==> src/rtl/fft_pkg.sv <==
// Shared types and width helpers for the radix-2 DIT FFT butterfly address sequencer.
package fft_pkg;

   typedef enum logic [1:0] {
      IDLE,
      RUN,
      DRAIN,
      FINISH
   } state_t;

   localparam int LOG2_N_DEF     = 6;
   localparam int PIPE_DEPTH_DEF = 2;

   function automatic int stage_w(input int log2_n);
      return $clog2(log2_n);
   endfunction

   // A zero or one-cycle drain still needs a one-bit counter to keep the type legal.
   function automatic int drain_w(input int pipe_depth);
      return (pipe_depth > 1) ? $clog2(pipe_depth) : 1;
   endfunction

endpackage

==> src/rtl/fft_bf_addr_calc.sv <==
// Combinational (stage, butterfly index) -> operand and twiddle addresses for in-place radix-2 DIT.
module fft_bf_addr_calc
   import fft_pkg::*;
#(
   parameter int LOG2_N = LOG2_N_DEF
) (
   input  logic [stage_w(LOG2_N)-1:0] stage,
   input  logic [LOG2_N-2:0]          k,
   output logic [LOG2_N-1:0]          addr0,
   output logic [LOG2_N-1:0]          addr1,
   output logic [LOG2_N-2:0]          tw_addr
);
   localparam int STAGE_W = stage_w(LOG2_N);

   logic [LOG2_N-2:0]  low_mask;
   logic [LOG2_N-2:0]  j;
   logic [LOG2_N-2:0]  g_hi;
   logic [LOG2_N-1:0]  h;
   logic [STAGE_W-1:0] tw_shift;

   // addr0 is k with a zero bit inserted at position s: low bits are j, high bits are g<<(s+1).
   always_comb begin
      low_mask = ~({(LOG2_N-1){1'b1}} << stage);
      j        = k & low_mask;
      g_hi     = k & ~low_mask;
      h        = {{(LOG2_N-1){1'b0}}, 1'b1} << stage;
      addr0    = {g_hi, 1'b0} | {1'b0, j};
      addr1    = addr0 | h;
      tw_shift = STAGE_W'(LOG2_N - 1) - stage;
      tw_addr  = j << tw_shift;
   end

endmodule

==> src/rtl/fft_bf_addr_gen.sv <==
// Butterfly sequencer for the in-place radix-2 DIT FFT: walks stages x butterflies, issuing
// operand and twiddle addresses under valid/ready and draining the pipeline between stages.
module fft_bf_addr_gen
   import fft_pkg::*;
#(
   parameter int LOG2_N     = LOG2_N_DEF,
   parameter int PIPE_DEPTH = PIPE_DEPTH_DEF
) (
   input  logic                       clk,
   input  logic                       rst_n,
   input  logic                       start,
   input  logic                       fft_ifft,
   output logic                       busy,
   output logic                       done,
   output logic                       bf_valid,
   input  logic                       bf_ready,
   output logic [LOG2_N-1:0]          addr0,
   output logic [LOG2_N-1:0]          addr1,
   output logic [LOG2_N-2:0]          tw_addr,
   output logic                       tw_conj,
   output logic [stage_w(LOG2_N)-1:0] stage,
   output logic                       last_in_stage
);
   localparam int STAGE_W = stage_w(LOG2_N);
   localparam int K_W     = LOG2_N - 1;
   localparam int DRAIN_W = drain_w(PIPE_DEPTH);

   localparam logic [K_W-1:0]     K_LAST = '1;
   localparam logic [STAGE_W-1:0] S_LAST = STAGE_W'(LOG2_N - 1);
   localparam logic [DRAIN_W-1:0] D_LAST = DRAIN_W'((PIPE_DEPTH > 0) ? PIPE_DEPTH - 1 : 0);

   state_t             state, state_nx;
   logic [STAGE_W-1:0] s, s_nx;
   logic [K_W-1:0]     k, k_nx;
   logic [DRAIN_W-1:0] dcnt, dcnt_nx;
   logic [LOG2_N-1:0]  c_addr0, c_addr1;
   logic [LOG2_N-2:0]  c_tw;

   // Addresses are computed for the next (s,k) so the registered outputs line up with the state.
   fft_bf_addr_calc #(
      .LOG2_N(LOG2_N)
   ) u_calc (
      .stage  (s_nx),
      .k      (k_nx),
      .addr0  (c_addr0),
      .addr1  (c_addr1),
      .tw_addr(c_tw)
   );

   always_comb begin
      state_nx = state;
      s_nx     = s;
      k_nx     = k;
      dcnt_nx  = dcnt;
      case (state)
         IDLE: begin
            if (start) begin
               state_nx = RUN;
               s_nx     = '0;
               k_nx     = '0;
            end
         end
         RUN: begin
            if (bf_ready) begin
               if (k != K_LAST) begin
                  k_nx = k + K_W'(1);
               end else if (PIPE_DEPTH != 0) begin
                  state_nx = DRAIN;
                  dcnt_nx  = '0;
               end else if (s != S_LAST) begin
                  s_nx = s + STAGE_W'(1);
                  k_nx = '0;
               end else begin
                  state_nx = FINISH;
               end
            end
         end
         DRAIN: begin
            if (dcnt != D_LAST) begin
               dcnt_nx = dcnt + DRAIN_W'(1);
            end else if (s != S_LAST) begin
               state_nx = RUN;
               s_nx     = s + STAGE_W'(1);
               k_nx     = '0;
            end else begin
               state_nx = FINISH;
            end
         end
         FINISH: state_nx = IDLE;
         default: state_nx = IDLE;
      endcase
   end

   always_ff @(posedge clk or negedge rst_n) begin
      if (!rst_n) begin
         state         <= IDLE;
         s             <= '0;
         k             <= '0;
         dcnt          <= '0;
         busy          <= 1'b0;
         done          <= 1'b0;
         bf_valid      <= 1'b0;
         addr0         <= '0;
         addr1         <= '0;
         tw_addr       <= '0;
         tw_conj       <= 1'b0;
         stage         <= '0;
         last_in_stage <= 1'b0;
      end else begin
         state         <= state_nx;
         s             <= s_nx;
         k             <= k_nx;
         dcnt          <= dcnt_nx;
         busy          <= (state_nx == RUN) || (state_nx == DRAIN);
         done          <= (state_nx == FINISH);
         bf_valid      <= (state_nx == RUN);
         last_in_stage <= (state_nx == RUN) && (k_nx == K_LAST);
         if ((state == IDLE) && start) begin
            tw_conj <= fft_ifft;
         end
         if (state_nx == RUN) begin
            addr0   <= c_addr0;
            addr1   <= c_addr1;
            tw_addr <= c_tw;
            stage   <= s_nx;
         end
      end
   end

endmodule

==> config.mk <==
export PLATFORM = sky130hd
export DESIGN_NAME = fft_bf_addr_gen
export DESIGN_NICKNAME = d
export VERILOG_FILES = /design/src/rtl/fft_pkg.sv /design/src/rtl/fft_bf_addr_calc.sv /design/src/rtl/fft_bf_addr_gen.sv
export SDC_FILE = /design/constraint.sdc
export NUM_CORES = 1
export LEC_CHECK = 0
export BUFFER_PORTS_ARGS = -buffer_cell sky130_fd_sc_hd__buf_2
export CORE_ASPECT_RATIO = 1.5
export CORE_MARGIN = 5
export CORE_UTILIZATION = 60
export CTS_CLUSTER_SIZE = 20
export DETAILED_ROUTE_END_ITERATION = 8
export PLACE_DENSITY = 0.93
export SLEW_MARGIN = 25
export SYNTH_ARGS = -nofsm -noshare
export SYNTH_HDL_FRONTEND = slang
export SYNTH_SLANG_ARGS = --single-unit
==> constraint.sdc <==
create_clock -name clk -period 4.1 [get_ports clk]
set_input_delay 0.41 -clock clk [delete_from_list [all_inputs] [get_ports clk]]
set_output_delay 0.41 -clock clk [all_outputs]
set_load 0.02 [all_outputs]
* Word-level counts from Yosys, hierarchy flattened *
Index checks and enable logic that the tools add are counted.

storage, ports and cells
  flip-flop bits (word level) = 36
  input bits = 5
  output and inout port bits = 25
  logic and storage cells = 63

operators by class
  $add $sub $neg = 4
  eq/ne operators = 11
  shifts and indexed selects = 3
  multiplexer cells = 20
  bitwise operators = 6
  reduce and logical (&&, ||, !) cells = 6

operator list
  cell                 count
  $mux 5               5
  $pmux 5 s3           1
  $and 5x5->5          2
  $mux 2               5
  $not 5->5            2
  $mux 3               3
  $eq 2x2->1 const B   4
  $pmux 2 s4           1
  $or 6x5->6           1
  $or 6x6->6           1
  $pmux 3 s2           1
  $shl 1x3->6 const A  1
  $add 5x1->5 const B  1
  $eq 5x5->1 const B   1
  $ne 5x5->1 const B   1
  $shl 5x3->5          1
  $shl 5x3->5 const A  1
  $eq 2x1->1 const B   2
  $ne 2x2->1 const B   2
  $add 3x1->3 const B  1
  $mux 1               3
  $ne 3x3->1 const B   1
  $reduce_and 3->1     1
  $sub 3x3->3 const A  1
  other kinds (6)      7

* Longest topological paths before layout *
Gate-level depths: netlist of run 1.

  word-level depth = 10
  depth in mapped cells = 14
  gate-level depth less buffers = 13

* Cells and area by module *
From an unflattened synthesis of run 1, not the netlist that was laid out.

unflattened totals
  cell total of the unflattened synthesis = 189
  area, all modules = 1946.9 um^2

modules (own cells, without submodules)
  module            times used  cells each  area each (um^2)  seq. area each (um^2)
  fft_bf_addr_gen   1           133         1601.5            900.9
  fft_bf_addr_calc  1           56          345.3             0.0

* Least setup slack after synthesis of run 1 *
No wires, ideal clock.

  kind = register to register
  start point = register s[0]
  end point = register tw_addr[2]
  setup time = 140 ps
  data arrival time = 2343 ps
  required time = 3960 ps
  setup slack = 1617 ps
  stages on the path, launching flop included = 13
  buffers on the path = 1
  period minus slack after synthesis = 2483 ps
  cells stage by stage = dfrtp_1 ha_1 a21boi_0 a21oi_1 a211oi_2 buf_2 ha_1 inv_1 o2111ai_1 o311a_1 nor2_1 a2111oi_0 a211oi_1

between the ends
  longest elaborated chain between the ends = 8
  elaborated cells on any way between the ends = 18
  those cells by class = add/sub (2); eq/ne (2); shift (2); mux (10); bitwise (2)

RTL lines
  item                                              RTL line                                      RTL
  start, declared                                   fft_bf_addr_gen.sv:33                         logic [STAGE_W-1:0] s, s_nx;
  start signal, assigned                            fft_bf_addr_gen.sv:111                        s <= s_nx;
  $add 3x1->3 / $ne 3x3->1 (equally long branches)  fft_bf_addr_gen.sv:83, fft_bf_addr_gen.sv:81
  $mux 3                                            fft_bf_addr_gen.sv:81                         end else if (s != S_LAST) begin
  $mux 3                                            fft_bf_addr_gen.sv:79                         if (dcnt != D_LAST) begin
  $pmux 3 s2                                        fft_bf_addr_gen.sv:55                         case (state)
  $shl 5x3->5                                       fft_bf_addr_calc.sv:23                        low_mask = ~({(LOG2_N-1){1'b1}} << stage);
  $not 5->5                                         fft_bf_addr_calc.sv:23
  $and 5x5->5                                       fft_bf_addr_calc.sv:24                        j = k & low_mask;
  $shl 5x3->5                                       fft_bf_addr_calc.sv:30                        tw_addr = j << tw_shift;
  end signal, assigned                              fft_bf_addr_gen.sv:124                        tw_addr <= c_tw;
  end, declared                                     fft_bf_addr_gen.sv:19                         output logic [LOG2_N-2:0] tw_addr,

Parallel ways exist; a longest one is shown, timed or not.
A chain may end at the register's enable or synchronous reset.

* Worst setup path after layout of run 1 *
  start point = register s[1]
  end point = register tw_addr[2]

Same word-level chain as after synthesis.

==> results_dict.tcl, run 1 <==
set metrics [dict create \
    yosysTopAreaCell "dfrtp_1" \
    routed-wl-met3_um 193 \
    setup_viol 0 \
    power.switching_fraction 0.4421 \
    crit_path_end_kind "flop" \
    top_layer_used "met4" \
    ctsHtreeMaxLevel 2 \
    post_cts.repair.setup_buffers 0 \
    synth.yosys.seq_area_share 0.4531 \
    synthCells 197 \
    ys_ff_latch 36 \
    grt_pass1_wl_mm 8.038 \
    drc 0 \
    synth.net_count 208 \
    p_sw_mw 0.6624 \
    met2_length_mm 2.454 \
    grt_usage 0.2261 \
    finalCriticalPeriod_ns 2.866 \
    fin_area_sq_um 2205 \
    drv.max_cap_violation_count 0 \
    placedInstanceArea_sq_um 2127 \
    power_density_nw_per_um2 679.6 \
    synth_enable_flop_cells 0 \
    power.leakage_nw 1.035 \
    async_flop_share 1.000 \
    floorplan.die.height_um 80.50 \
    residual_antenna_violating_net_count_after_detailed_routing 0 \
    timing.critical_path.fanout_max 11 \
    numCtsBuffers 5 \
    worst_pin_slew_ns 0.7709 \
    p_int_mw 0.8359 \
    detail_route.iter0.violations 62 \
    synth.top_cell.area_share 0.4531 \
    synth_flop_cell "dfrtp_1" \
    critPathMaxStageDelay_ns 0.40 \
    worst-path-buf-inv 3 \
    dr.pass1.iters 4 \
    required_time_of_the_worst_setup_path_ns 4.25 \
    clk_pin_slew_ns 0.07 \
    synth_top_cells_by_area "dfrtp_1 (45%), a21oi_1 (4.3%), nor2_1 (4.2%)" \
    fin_hold_ws_ns 0.1975 \
    syn_area_sq_um 1988 \
    synth_area_per_cell_sq_um 10.09 \
    start_kind "flop" \
    path_cells "inv_1 -> ha_1 -> a21boi_0 -> a21oi_1 -> a211oi_2 -> buf_4 -> ha_1 -> inv_1 -> o2111ai_1 -> o311a_1 -> nor2_1 -> a2111oi_0 -> a211oi_1" \
    cts_buffer_depth 2 \
    power.share.combinational 0.469 \
    path_class "flop to flop" \
    fin_tns_setup_ns 0 \
    clock_skew_ns 0.005117 \
    drt-vias-per-instance 6.221 \
    grt_pass1_vias 1740 \
    worstHoldPathType "input port to async pin" \
    worstRegToRegCells 13 \
    floorplan.rows 25 \
    floorplan.initialDensity 0.6231 \
    nets 238 \
    synthMostInstantiatedCell "dfrtp_1" \
    routed_wirelength_mm 4.596 \
    yosysUniqueCellTypes 57 \
    cpLargestDelayFamily "compound AO/OA/AOI/OAI gates" \
    post_cts_resize_count 0 \
    power.total_mw 1.498 \
    status "complete, no violations" \
    cts.sinks 36 \
    placement.io_buffers 29 \
    cp_slowest_cell "dfrtp_1" \
    maxClockFrequency_ghz 0.3489 \
    final_min_period_over_clock_period 0.6991 \
    cp.arrival_ns 3.02 \
    post_route_cells_drive_above_1_share 0.2555 \
    hold_viol_final 0 \
    power.sequential.fraction 0.377 \
    unrepaired_setup_endpoints_after_global_routing "no" \
    grt_max_degree 37 \
    core_area_sq_um 3191 \
    post_cts_hold_buffer_count 0 \
    timing.final.max_slew_violations 0 \
    antenna_found_initial 0 \
    crit_cells 13 \
    finalWeightedCongestion 0.9262 \
    cts.root.buffer_cell "clkbuf_8" \
    post_drt_wl_per_cell_um 17.21 \
    tritoncts "done" \
    power.share.clock 0.154 \
    io-pin-count 30 \
    synthesis_to_finish_area_growth_pct 10.89 \
    yosysWarnings 0 \
    netlist_top_cells_count "dfrtp_1 (36), nor2_1 (22), a21oi_1 (17)" \
    grt_remaining_overflow 0 \
    post-route-util 0.6910 \
    routedLengthMet1_mm 1.735 \
    dr_total_vias 1661 \
    die-area_sq_um 4589 \
    max_transition_margin 0.4861 \
    diodes 0 \
    die_w_um 57 \
    clock_latency_ns 0.28 \
    dp_hpwl_mm 3.248 \
    peakVddDrop_mv 0.4639 \
]
-- registers in the layout, indices dropped and copies added, names as in the netlist --
register,count
done,1
k,5
stage,3
tw_conj,1
busy,1
state,2
addr1,6
dcnt,1
addr0,6
s,3
bf_valid,1
tw_addr,5
last_in_stage,1
-- path summary, 6_finish.rpt --
check,from,end,slack [ns]
setup / recovery,s[1]$_DFF_PN0_,tw_addr[2]$_DFFE_PN0P_,1.23
hold / removal,rst_n,s[2]$_DFF_PN0_,0.20
setup reg to reg,s[1]$_DFF_PN0_,tw_addr[2]$_DFFE_PN0P_,1.23
hold reg to reg,addr0[5]$_DFFE_PN0P_,addr0[5]$_DFFE_PN0P_,0.49
max in group asynchronous,rst_n,addr0[1]$_DFFE_PN0P_,3.41
min in group clk,fft_ifft,tw_conj$_DFFE_PN0P_,0.35
-- cell usage in the layout, fill, tap and decap left out, types with 4 or more instances in the layout --
cell and instances:
nor2_1 22, nor2b_1 4, clkbuf_8 5, o211ai_1 4, a21oi_1 17, nand4_1 5
dfrtp_1 36, buf_2 29, o21ai_0 6, inv_1 12, nand2_1 11, ha_1 6
a31oi_1 4, o2bb2ai_1 4
-- power groups by stage --
stage / clock network [mW] / logic (mW) / registers, mW
2_1_floorplan: 0 / 0.431 / 0.646
3_3_place_gp: 0 / 0.676 / 0.565
3_5_place_dp: 0 / 0.691 / 0.569
4_1_cts: 0.239 / 0.701 / 0.563
5_1_grt: 0.256 / 0.766 / 0.583
6_report: 0.231 / 0.702 / 0.565
-- stage by stage --
stage	std cells	setup WS, ns
2_1_floorplan	197	1.617
3_3_place_gp	260	1.385
3_5_place_dp	260	1.338
4_1_cts	267	1.275
5_1_grt	267	1.032
6_report	267	1.234
-- per-layer routing --
metal  track usage  up-vias
met5             0        -
met3       0.03859       22
li1              -      772
met1        0.2490      794
met4        0.1392        0
met2        0.3970       73
-- final cells by class --
type	instances	area (sq um)
clock buffer	6	72.57
clock inverter	1	5.005
fill	261	985.9
inverter	14	70.07
multi-input combinational	138	938.4
sequential	36	900.9
tap	40	50.05
timing repair buffer	32	167.7
-- cells by family after synthesis --
logic type      Yosys count  synth area share
simple gates             67            0.1762
buf+inv                  23           0.07489
mux                       4           0.02203
fa+ha+maj                 6           0.03776
flops                    36            0.4531
compound gates           61            0.2360
(Power assumes the default switching activity.)
==> inputs of run 2 (changes only) <==
- ABC_AREA: not set -> 1
- CORE_UTILIZATION: 60 -> 50
- PLACE_DENSITY: 0.93 -> 0.85
- clock period: 4.1 -> 2.5 ns (I/O delays scaled with it)
==> run 2 against run 1 <==
Hold slack worse by 0.16 ns; maximum frequency up 29%; synthesized area down 9.4%; wire length down 9.5%; combinational power up 16%; clock power up 90%; core utilization down 8.5 points; critical path type unchanged; largest power group is now sequential cells; highest routed layer unchanged.
==> results_dict.tcl, run 2 <==
set metrics [dict create \
    power_density_nw_per_um2 1013 \
    numCtsBuffers 5 \
    commonest_non_fill_non_tap_cell_in_the_layout "nand2_1" \
    setup_slack_ns 0.2789 \
    finalWeightedCongestion 0.8286 \
    yosysWarnings 0 \
    start_kind "flop" \
    worst_pin_slew_ns 0.7806 \
    maxClockFrequency_ghz 0.4502 \
    status "complete, no violations" \
    timing.final.max_slew_violations 0 \
    power.leakage_nw 1.160 \
    most-common-layout-cells "nand2_1 (72), dfrtp_1 (36), buf_2 (29)" \
    grt_remaining_overflow 0 \
    clock_latency_ns 0.29 \
    drc 0 \
    detail_route.iter0.violations 79 \
    cts.sinks 36 \
    synth_enable_flop_cells 0 \
    routedLengthMet1_mm 1.634 \
    netlist_top_cells_count "nand2_1 (72), dfrtp_1 (36), nor2_1 (26)" \
    p_int_mw 1.234 \
    p_sw_mw 0.8825 \
    antenna_found_initial 0 \
    grt_pass1_vias 1651 \
    power.share.combinational 0.385 \
    hold_viol_final 0 \
    top_layer_used "met4" \
    placement.io_buffers 29 \
    worstRegToRegCells 10 \
    ys_ff_latch 36 \
    timing.rr.end "addr1[2]$_DFFE_PN0P_" \
    start_point_of_the_critical_path "k[0]$_DFF_PN0_" \
    r2r_slack_ns 0.28 \
    cts.root.buffer_cell "clkbuf_8" \
    routed-wl-met3_um 196 \
    yosysUniqueCellTypes 22 \
    power.sequential.fraction 0.408 \
    finalCriticalPeriod_ns 2.221 \
    dr.pass1.iters 4 \
    die_w_um 59.02 \
    synth_flop_cell "dfrtp_1" \
    power.total_mw 2.116 \
    drt-vias-per-instance 5.272 \
    detailedPlace.worstSlack_ns 0.3025 \
    reg2reg_from "k[0]$_DFF_PN0_" \
    routed_wirelength_mm 4.158 \
    placedInstanceArea_sq_um 1996 \
    floorplan.initialDensity 0.5225 \
    floorplan.die.height_um 83.52 \
    fillerInstances 320 \
    layout_top_registers "addr0: 6 flops, addr1: 6 flops" \
    synth.top_cell.area_share 0.5000 \
    power.share.clock 0.207 \
    cp_slowest_cell "dfrtp_1" \
    synthesis_to_finish_area_growth_pct 15.97 \
    yosysTopAreaCell "dfrtp_1" \
    core_area_sq_um 3448 \
    required_time_of_the_worst_setup_path_ns 2.71 \
    dr_total_vias 1629 \
    synthMostInstantiatedCell "nand2_1" \
    tritoncts "done" \
    grt_pass1_wl_mm 7.127 \
    worstHoldPathType "input port to async pin" \
    unrepaired_setup_endpoints_after_global_routing "no" \
    post_cts.repair.setup_buffers 0 \
    fin_tns_setup_ns 0 \
    nets 277 \
    post_route_cells_drive_above_1_share 0.1910 \
    diodes 0 \
    synth.net_count 243 \
    cp.arrival_ns 2.43 \
    residual_antenna_violating_net_count_after_detailed_routing 0 \
    io-pin-count 30 \
    crit_path_end_kind "flop" \
    grt_max_degree 37 \
    clk_pin_slew_ns 0.08 \
    timing.critical_path.fanout_max 16 \
    critPathMaxStageDelay_ns 0.43 \
    path_class "flop to flop" \
    post_cts_resize_count 0 \
    async_flop_share 1.000 \
    setup_viol 0 \
    synth_top_cells_by_area "dfrtp_1 (50%), nand2_1 (15%), nand3_1 (6.1%)" \
    cts_buffer_depth 2 \
    path_cells "ha_1 -> nand2_1 -> nor2_1 -> inv_1 -> o21ai_0 -> nand3_1 -> ha_1 -> inv_1 -> nor2_1 -> a21oi_1" \
    fin_area_sq_um 2090 \
    setup.worst_path.end "addr1[2]$_DFFE_PN0P_" \
    grt_usage 0.1872 \
    post_cts_hold_buffer_count 0 \
    drv.max_cap_violation_count 0 \
    synthCells 232 \
    power.switching_fraction 0.4170 \
    max_transition_margin 0.4796 \
    synth_area_per_cell_sq_um 7.766 \
    syn_area_sq_um 1802 \
    ctsHtreeMaxLevel 2 \
    dp_hpwl_mm 2.970 \
    clock_skew_ns 0.006805 \
    peakVddDrop_mv 0.6018 \
    die-area_sq_um 4929 \
    post_drt_wl_per_cell_um 13.46 \
    floorplan.rows 26 \
    met2_length_mm 2.246 \
    synth.yosys.seq_area_share 0.5000 \
    final_min_period_over_clock_period 0.8884 \
]
-- run 2: cell types whose count changed in the layout (fill, tap and decap cells not counted), sizes merged, moves of 4 or more --
cell	change
nand2	+63
nand3	+20
inv	+15
a21oi	-11
o21ai	+7
nor2	+6
a31oi	-5
and2	-4
and3	-4
nor2b	-4
o2bb2ai	-4
-- run 2: worst min-delay path by stage --
stage	startpoint	end	slack, ns
global placement	rst_n	stage[1]$_DFFE_PN0P_	0.37
detailed placement	rst_n	stage[1]$_DFFE_PN0P_	0.38
floorplan	rst_n	addr0[0]$_DFFE_PN0P_	-0.05
global route	rst_n	addr0[0]$_DFFE_PN0P_	0.10
finish	rst_n	addr0[0]$_DFFE_PN0P_	0.03
CTS	rst_n	stage[1]$_DFFE_PN0P_	0.06
-- run 2: stage by stage --
stage	instances	utilization	hold WS, ns
2_1_floorplan	232	-	-0.04559
3_3_place_gp	301	0.5787	0.3676
3_5_place_dp	301	0.5787	0.3775
4_1_cts	309	0.6060	0.05640
5_1_grt	309	0.6060	0.1033
6_report	309	0.6060	0.03293
-- run 2: power groups by stage --
stage | clock network, mW | registers, mW | logic (mW)
6_report | 0.439 | 0.862 | 0.815
4_1_cts | 0.447 | 0.860 | 0.820
2_1_floorplan | 0 | 0.987 | 0.446
5_1_grt | 0.467 | 0.880 | 0.930
3_5_place_dp | 0 | 0.868 | 0.814
3_3_place_gp | 0 | 0.867 | 0.805
-- run 2: final cells by class --
cell class | instances | area (sq um) | area share
Clock inverter | 1 | 7.507 | 0.003593
Clock buffer | 7 | 86.33 | 0.04132
Multi-Input combinational cell | 166 | 788.3 | 0.3772
Sequential cell | 36 | 900.9 | 0.4311
Inverter | 27 | 101.3 | 0.04850
Tap cell | 42 | 52.55 | 0.02515
Timing Repair Buffer | 30 | 152.6 | 0.07305
-- run 2: worst max-delay path: cells and delay by family (launching register included) --
family	cells	cell delay [ns]
AO/OA/AOI/OAI	2	0.33
adder cells (fa/ha/maj)	2	0.42
buffers and inverters	2	0.43
flip-flops	1	0.43
AND/OR/NAND/NOR	4	0.54
-- run 2: cells by family after synthesis --
kind of cell | count (synthesis) | share of synthesized area
AO/OA/AOI/OAI | 26 | 0.07986
AND/OR/NAND/NOR | 134 | 0.3160
adder cells (fa/ha/maj) | 6 | 0.04167
flip-flops | 36 | 0.5000
buffers and inverters | 30 | 0.06250
-- run 2: layer usage --
metal / vias up / global-route usage
met5: - / 0
met4: 0 / 0.08660
met3: 8 / 0.03560
met2: 57 / 0.3370
met1: 755 / 0.2008
li1: 809 / -
==> inputs of run 3 (changes only) <==
- CORE_UTILIZATION: 50 -> 30
- PLACE_DENSITY: 0.85 -> 0.6
==> run 3 against run 2 <==
Die area up 56%; largest cell class unchanged; global-route usage fell by 6.0 points; non-clock buffer count up 1; worst setup slack improved by 0.015 ns; sequential share of layout area decreased by 1.2 points; clock skew grew 0.0016 ns; hold slack better by 0.021 ns; design area increased by 2.8%; combinational power grew 2%; highest routed layer unchanged; critical path depth up 2; final cell count rose by 10%.
==> results_dict.tcl, run 3 (synthesized netlist as in run 2, its figures left out) <==
set metrics [dict create \
    worstHoldPathType "input port to async pin" \
    floorplan.initialDensity 0.3091 \
    clk_pin_slew_ns 0.07 \
    drv.max_cap_violation_count 0 \
    start_kind "flop" \
    clock_latency_ns 0.28 \
    placedInstanceArea_sq_um 2041 \
    peakVddDrop_mv 0.5626 \
    floorplan.rows 34 \
    ctsHtreeMaxLevel 2 \
    power_density_nw_per_um2 1020 \
    hold_viol_final 0 \
    max_transition_margin 0.4583 \
    top_layer_used "met4" \
    r2r_slack_ns 0.29 \
    cts_buffer_depth 2 \
    grt_usage 0.1273 \
    path_cells "ha_1 -> nand2_1 -> nor2_1 -> inv_1 -> o21ai_0 -> nand3_1 -> ha_1 -> buf_4 -> nand2_1 -> inv_1 -> o21ai_1 -> o21ai_1" \
    timing.final.max_slew_violations 0 \
    fin_area_sq_um 2148 \
    crit_path_end_kind "flop" \
    fillerInstances 613 \
    cpLargestDelayFamily "simple AND/OR/NAND/NOR gates" \
    finalWeightedCongestion 0.8548 \
    status "complete, no violations" \
    power.share.combinational 0.380 \
    required_time_of_the_worst_setup_path_ns 2.67 \
    cp_slowest_cell "dfrtp_1" \
    met2_length_mm 2.352 \
    drt-vias-per-instance 4.785 \
    synthesis_to_finish_area_growth_pct 19.24 \
    critPathMaxStageDelay_ns 0.43 \
    path_class "flop to flop" \
    maxClockFrequency_ghz 0.4532 \
    fin_tns_setup_ns 0 \
    post-route-util 0.3686 \
    unrepaired_setup_endpoints_after_global_routing "no" \
    dr_total_vias 1627 \
    placement.io_buffers 29 \
    antenna_found_initial 0 \
    core_area_sq_um 5828 \
    drc 0 \
    post_cts_resize_count 0 \
    routed-wl-met3_um 173 \
    floorplan.die.height_um 104.9 \
    grt_remaining_overflow 0 \
    worst-path-buf-inv 3 \
    dp_hpwl_mm 3.410 \
    timing.critical_path.fanout_max 18 \
    final_min_period_over_clock_period 0.8826 \
    power.total_mw 2.192 \
    die-area_sq_um 7688 \
    worstRegToRegCells 12 \
    cts.root.buffer_cell "clkbuf_8" \
    fin_hold_ws_ns 0.05349 \
    nets 278 \
    commonest_non_fill_non_tap_cell_in_the_layout "nand2_1" \
    post_cts_hold_buffer_count 0 \
    detail_route.iter0.violations 103 \
    post_drt_wl_per_cell_um 13.09 \
    io-pin-count 30 \
    setup_viol 0 \
    p_sw_mw 0.8801 \
    power.share.clock 0.228 \
    power.leakage_nw 1.176 \
    die_w_um 73.28 \
    cp.arrival_ns 2.38 \
    crit_cells 12 \
    post_cts.repair.setup_buffers 0 \
    most-common-layout-cells "nand2_1 (72), dfrtp_1 (36), buf_2 (29)" \
    layout_top_registers "addr0: 6 flops, addr1: 6 flops" \
    p_int_mw 1.312 \
    diodes 0 \
    tritoncts "done" \
    clock_skew_ns 0.008373 \
    power.sequential.fraction 0.392 \
    cts.sinks 36 \
    grt_pass1_wl_mm 7.672 \
    worst_pin_slew_ns 0.8125 \
    dr.pass1.iters 7 \
    routedLengthMet1_mm 1.797 \
    post_route_cells_drive_above_1_share 0.1940 \
    grt_max_degree 37 \
    finalCriticalPeriod_ns 2.206 \
    grt_pass1_vias 1689 \
    routed_wirelength_mm 4.449 \
    numCtsBuffers 5 \
    power.switching_fraction 0.4015 \
    residual_antenna_violating_net_count_after_detailed_routing 0 \
]
[run 3: cell type report]
| cell class | count | area, sq um | area share |
|---|---|---|---|
| multi-input cells | 166 | 788.3 | 0.3669 |
| inverters | 27 | 101.3 | 0.04718 |
| well taps | 72 | 90.09 | 0.04193 |
| clock buffers | 6 | 72.57 | 0.03378 |
| clock inverters | 2 | 35.03 | 0.01631 |
| repair buffers | 31 | 160.2 | 0.07455 |
| flip-flops and latches | 36 | 900.9 | 0.4193 |
[run 3: per-stage QoR]
step | worst slack (ns) | cells
6_report | 0.2935 | 340
5_1_grt | 0.06411 | 340
4_1_cts | 0.2633 | 340
3_5_place_dp | 0.2788 | 332
3_3_place_gp | 0.3159 | 332
2_1_floorplan | 0.3980 | 232
[run 3: power by group through the flow]
stage / Clock, mW / Combinational (mW) / Sequential, mW
floorplan: 0 / 0.446 / 0.987
global placement: 0 / 0.836 / 0.868
detailed placement: 0 / 0.838 / 0.869
CTS: 0.512 / 0.846 / 0.859
global route: 0.544 / 0.942 / 0.886
finish: 0.499 / 0.834 / 0.859
[run 3: routing by layer]
layer  GRT usage  vias to the layer above
met5           0                        -
met4     0.05541                        0
met3     0.03074                       10
met2      0.2273                       50
met1      0.1377                      758
li1            -                      809
[run 3: final timing paths]
path | from | to
hold reg to reg | tw_conj$_DFFE_PN0P_ | tw_conj$_DFFE_PN0P_
setup / recovery | k[0]$_DFF_PN0_ | tw_addr[2]$_DFFE_PN0P_
min in group clk | fft_ifft | tw_conj$_DFFE_PN0P_
max in group asynchronous | rst_n | addr1[1]$_DFFE_PN0P_
setup reg to reg | k[0]$_DFF_PN0_ | tw_addr[2]$_DFFE_PN0P_
hold / removal | rst_n | done$_DFF_PN0_
